### config.mk
export PLATFORM = sky130hd
export DESIGN_NAME = shift_sequencer
export DESIGN_NICKNAME = d
export VERILOG_FILES = /design/src/rtl/shift_sequencer.sv
export SDC_FILE = /design/constraint.sdc
export NUM_CORES = 1
export LEC_CHECK = 0
export BUFFER_PORTS_ARGS = -buffer_cell sky130_fd_sc_hd__buf_2
export CAP_MARGIN = 10
export CORE_MARGIN = 2
export CORE_UTILIZATION = 30
export CTS_BUF_LIST = sky130_fd_sc_hd__clkbuf_4
export CTS_CLUSTER_DIAMETER = 30
export CTS_CLUSTER_SIZE = 8
export DETAILED_ROUTE_END_ITERATION = 12
export PLACE_DENSITY_LB_ADDON = 0.15
export SLEW_MARGIN = 20
export SYNTH_ARGS = -nofsm -noshare
export SYNTH_HDL_FRONTEND = slang
export SYNTH_SLANG_ARGS = --single-unit
### constraint.sdc
create_clock -name clk -period 3 [get_ports clk]
set_clock_uncertainty 0.1 [all_clocks]
set_input_delay 0.45 -clock clk [delete_from_list [all_inputs] [get_ports clk]]
set_output_delay 0.45 -clock clk [all_outputs]
set_load 0.05 [all_outputs]
### src/rtl/shift_sequencer.sv
// shift_sequencer: turns one shift request into a run of single-step Mic-1 shifter
// operations (SRA by 1 or SLL by 8). Optional macro SHIFT_SEQ_EARLY_EN ends SRA early.
module shift_sequencer #(
    parameter int DATA_W = 32,
    parameter int AMT_W  = 5
) (
    input  logic              clk,
    input  logic              rst,
    input  logic              start,
    input  logic              op,
    input  logic [AMT_W-1:0]  amount,
    input  logic [DATA_W-1:0] operand,
    output logic              busy,
    output logic              done,
    output logic [DATA_W-1:0] result,
    output logic [DATA_W-1:0] sh_in,
    output logic [1:0]        sh_set,
    input  logic [DATA_W-1:0] sh_out
);

    typedef enum logic [1:0] {
        ST_IDLE = 2'd0,
        ST_RUN  = 2'd1,
        ST_DONE = 2'd2
    } state_t;

    localparam logic [1:0]       SET_PASS = 2'b00;
    localparam logic [1:0]       SET_SRA1 = 2'b10;
    localparam logic [1:0]       SET_SLL8 = 2'b01;
    localparam logic             OP_SRA   = 1'b0;
    localparam logic [AMT_W-1:0] CNT_ONE  = {{(AMT_W-1){1'b0}}, 1'b1};

    state_t            state_q, state_d;
    logic [DATA_W-1:0] acc_q, acc_d;
    logic [DATA_W-1:0] result_q, result_d;
    logic [AMT_W-1:0]  cnt_q, cnt_d;
    logic              op_q, op_d;
    logic              accept;
    logic              early_stop;

    // SLL8 only honours the two low amount bits; more than three byte shifts is meaningless.
    function automatic logic [AMT_W-1:0] load_count(input logic o, input logic [AMT_W-1:0] a);
        logic [AMT_W-1:0] c;
        c = a;
        if (o != OP_SRA) begin
            c = {{(AMT_W-2){1'b0}}, a[1:0]};
        end
        return c;
    endfunction

`ifdef SHIFT_SEQ_EARLY_EN
    // Further SRA steps cannot change an all-zeros or all-ones accumulator.
    assign early_stop = (op_q == OP_SRA) && ((acc_q == '0) || (acc_q == '1));
`else
    assign early_stop = 1'b0;
`endif

    always_comb begin
        state_d  = state_q;
        acc_d    = acc_q;
        cnt_d    = cnt_q;
        op_d     = op_q;
        result_d = result_q;
        sh_set   = SET_PASS;
        accept   = start && (state_q != ST_RUN);

        case (state_q)
            ST_RUN: begin
                if (early_stop) begin
                    cnt_d   = '0;
                    state_d = ST_DONE;
                end else begin
                    sh_set = (op_q == OP_SRA) ? SET_SRA1 : SET_SLL8;
                    acc_d  = sh_out;
                    cnt_d  = cnt_q - CNT_ONE;
                    if (cnt_q == CNT_ONE) begin
                        state_d = ST_DONE;
                    end
                end
            end
            ST_DONE: state_d = ST_IDLE;
            default: state_d = state_q;
        endcase

        if (accept) begin
            acc_d   = operand;
            op_d    = op;
            cnt_d   = load_count(op, amount);
            state_d = (cnt_d == '0) ? ST_DONE : ST_RUN;
        end

        // Result is captured on the way into DONE so it survives a back-to-back accept.
        if (state_d == ST_DONE) begin
            result_d = acc_d;
        end
    end

    always_ff @(posedge clk) begin
        if (rst) begin
            state_q  <= ST_IDLE;
            acc_q    <= '0;
            cnt_q    <= '0;
            op_q     <= 1'b0;
            result_q <= '0;
        end else begin
            state_q  <= state_d;
            acc_q    <= acc_d;
            cnt_q    <= cnt_d;
            op_q     <= op_d;
            result_q <= result_d;
        end
    end

    assign busy   = (state_q == ST_RUN);
    assign done   = (state_q == ST_DONE);
    assign result = result_q;
    assign sh_in  = acc_q;

endmodule

==> results_dict.tcl <==
set metrics [dict create \
    crit_start "state_q[1]" \
    slew_violations 0 \
    die_h_um 104.3 \
    drtPass1Iterations 4 \
    dr.first_iter.drc_count 80 \
    synth_xor_xnor_area_share 0 \
    ios 141 \
    ant_nets 0 \
    sw_frac_of_total 0.3240 \
    fin_nets 528 \
    grt_pass1_vias 2523 \
    cp.arrival_ns 2.70 \
    p_leak_nw 1.983 \
    ys.flop_type "dfxtp_1" \
    p_switching_mw 0.7765 \
    endpoint_kind "flip-flop" \
    holdCritPathClass "in -> reg" \
    n_fill_cell 1046 \
    hold_violations 0 \
    clock_sinks 72 \
    synth_largest_area_cell "dfxtp_1" \
    ir_drop_uv 225.0 \
    wire_per_inst_um 13.00 \
    yosys_warnings 0 \
    yosysMostFrequentCell "nor2_1" \
    cp_max_fo 82 \
    finalWirelength_um 7645 \
    final_cells 588 \
    initial_utilization 0.3086 \
    relSlewSlack 0.4330 \
    power_frac_comb 0.247 \
    p_per_area_nw_per_um2 602.5 \
    synth_mux_area_frac 0.1128 \
    grt_pass1_wl_um 12370 \
    cap_violations 0 \
    max_freq_mhz 408.0 \
    vias 2628 \
    syn2layout_area_growth_pct 31.85 \
    worstHoldPathCells 3 \
    remaining_drc_errors 0 \
    path_buf_inv 2 \
    cts_resized 0 \
    multi_input_area_um2 1411 \
    via_per_inst 4.469 \
    rsz0062_at_grt "no" \
    p_seq_frac 0.440 \
    synth_area_um2 3017 \
    tightest_slew_ns 0.8487 \
    clock_power_share 0.313 \
    status "finished, final reports clean" \
    ys_ff_latch 72 \
    cell_internal_pwr_mw 1.620 \
    syn_area_per_cell_um2 9.457 \
    endpoint "result[0]" \
    synth_fp_nets 396 \
    cts_tree "built" \
    drive_above_1_share 0.3670 \
    die_w_um 104.3 \
    synth-simple-area-share 0.1348 \
    worstSetupPathType "reg -> reg" \
    dp_hpwl_um 5534 \
    finalSetupViolations 0 \
    crit_family "compound AO/OA/AOI/OAI gates" \
    synth_cell_types 31 \
    core-area_um2 9774 \
    async_flop_share 0 \
    syn_inst 319 \
    diodes 0 \
    cts_htree_levels 3 \
    synth_common_cells "nor2_1, dfxtp_1, a21oi_1" \
    cts_setup_buffers 0 \
    reg2reg_depth 8 \
    crit-reg2reg-capture "result[0]" \
    synth_compound_area_frac 0.2003 \
    rr_startpoint "state_q[1]" \
    numCtsBuffers 9 \
    worst-r2r-setup-slack_ns 0.55 \
    cts.path.max_buffers 2 \
    cts_hold_buf 0 \
    grt_max_degree 83 \
    die-area_um2 10870 \
    synth_top_family_by_area "compound AO/OA/AOI/OAI gates" \
    ys_top_cells_by_area "dfxtp_1, mux2i_1, a22o_1, nor2_1, a21oi_1" \
    worstSetupStartpointType "flip-flop" \
    synth-seq-area-share 0.4778 \
    rows 36 \
    portBuffers 140 \
    routabilityCongestion 0.7642 \
    cts_root_buf "clkbuf_4" \
    path_clk_slew_ns 0.11 \
    place_inst 573 \
    period_needed_ns 2.451 \
    critPathMaxStageDelay_ns 0.69 \
    yosys.area_share.adder 0.01659 \
    crit_cells 8 \
    groute.usage.overall 0.1427 \
    cp.required_ns 3.25 \
    period_share 0.8169 \
    slowest_stage "a21oi_4" \
    regArea_um2 1441 \
    clock_latency_ns 0.42 \
    path_cells "inv_1, ha_2, buf_12, o21a_1, nor2_2, a21oi_2, a21oi_4, a22o_1" \
    synth-edff-count 0 \
    overflow 0 \
    synth_top_area_frac 0.4778 \
    tns_ns 0 \
    antenna_found_initial 0 \
]
[tightest hold or removal path: stages]
cell and delay, ns:
buf_2 0.10, a21oi_1 0.06, nor2_1 0.07
[placed cells by master (no fill, tap or decap), types with 2 or more instances in the layout]
cell        netlist  final
buf_2             4    140
nor2_1           73     73
dfxtp_1          72     72
a21oi_1          38     38
mux2i_1          34     34
a22o_1           34     34
clkbuf_4          0      9
nor2b_1           6      6
inv_1             5      5
nand2_1           4      4
nor3_1            3      3
o21ai_0           3      3
a211oi_1          3      3
ha_1              4      3
bufinv_16         0      3
buf_4             6      3
a21oi_4           1      2
nand2b_1          2      2
clkinvlp_4        0      2
buf_12            0      2
[registers in the layout, indices dropped and copies added, names as in the netlist]
signal	cells
cnt_q	5
op_q	1
result	32
sh_in	32
state_q	2
[cell type report]
cell class / count / share of cell area
tap: 133 / 0.04184
inverter: 5 / 0.004718
clock buffer: 9 / 0.01699
sequential: 72 / 0.3624
timing repair buffer: 145 / 0.1919
clock inverter: 6 / 0.02737
multi-input combinational: 218 / 0.3548
[cells by family after synthesis]
group / after synthesis
simple gates: 95
compound gates: 85
flops: 72
mux: 34
buf+inv: 29
fa+ha+maj: 4
[power groups by stage]
stage	logic (mW)	registers [mW]	clock network, mW
CTS	0.600	1.05	0.768
floorplan	0.272	1.25	0
finish	0.592	1.05	0.751
detailed placement	0.598	1.08	0
global route	0.647	1.06	0.813
global placement	0.595	1.08	0
[worst min path at each step]
stage	from	slack (ns)	end
after CTS	amount[2]	0.18	cnt_q[2]
final	amount[2]	0.20	cnt_q[2]
after detailed placement	result[2]	0.36	result[2]
after global routing	amount[2]	0.17	cnt_q[2]
after floorplan	op_q	0.38	op_q
after global placement	result[2]	0.35	result[2]
[per-stage QoR]
| stage | util | hold slack [ns] | cell area (um2) | worst slack [ns] | power (mW) |
|---|---|---|---|---|---|
| floorplan | - | 0.3751 | 3017 | 0.2813 | 1.523 |
| global placement | 0.3889 | 0.3527 | 3801 | 0.5757 | 1.671 |
| detailed placement | 0.3889 | 0.3569 | 3801 | 0.5518 | 1.674 |
| CTS | 0.4069 | 0.1754 | 3978 | 0.5162 | 2.423 |
| global route | 0.4069 | 0.1707 | 3978 | 0.3356 | 2.523 |
| finish | 0.4069 | 0.1957 | 3978 | 0.5492 | 2.397 |
[routing by layer]
| layer | vias to the layer above | share of wire | global-route usage |
|---|---|---|---|
| li1 | 1382 | - | - |
| met1 | 1167 | 0.45 | 0.1747 |
| met2 | 68 | 0.49 | 0.2372 |
| met3 | 11 | 0.047 | 0.03634 |
| met4 | 0 | 0.017 | 0.06081 |
| met5 | - | 0 | 0 |
No activity file was read; power rests on OpenSTA's default activity.
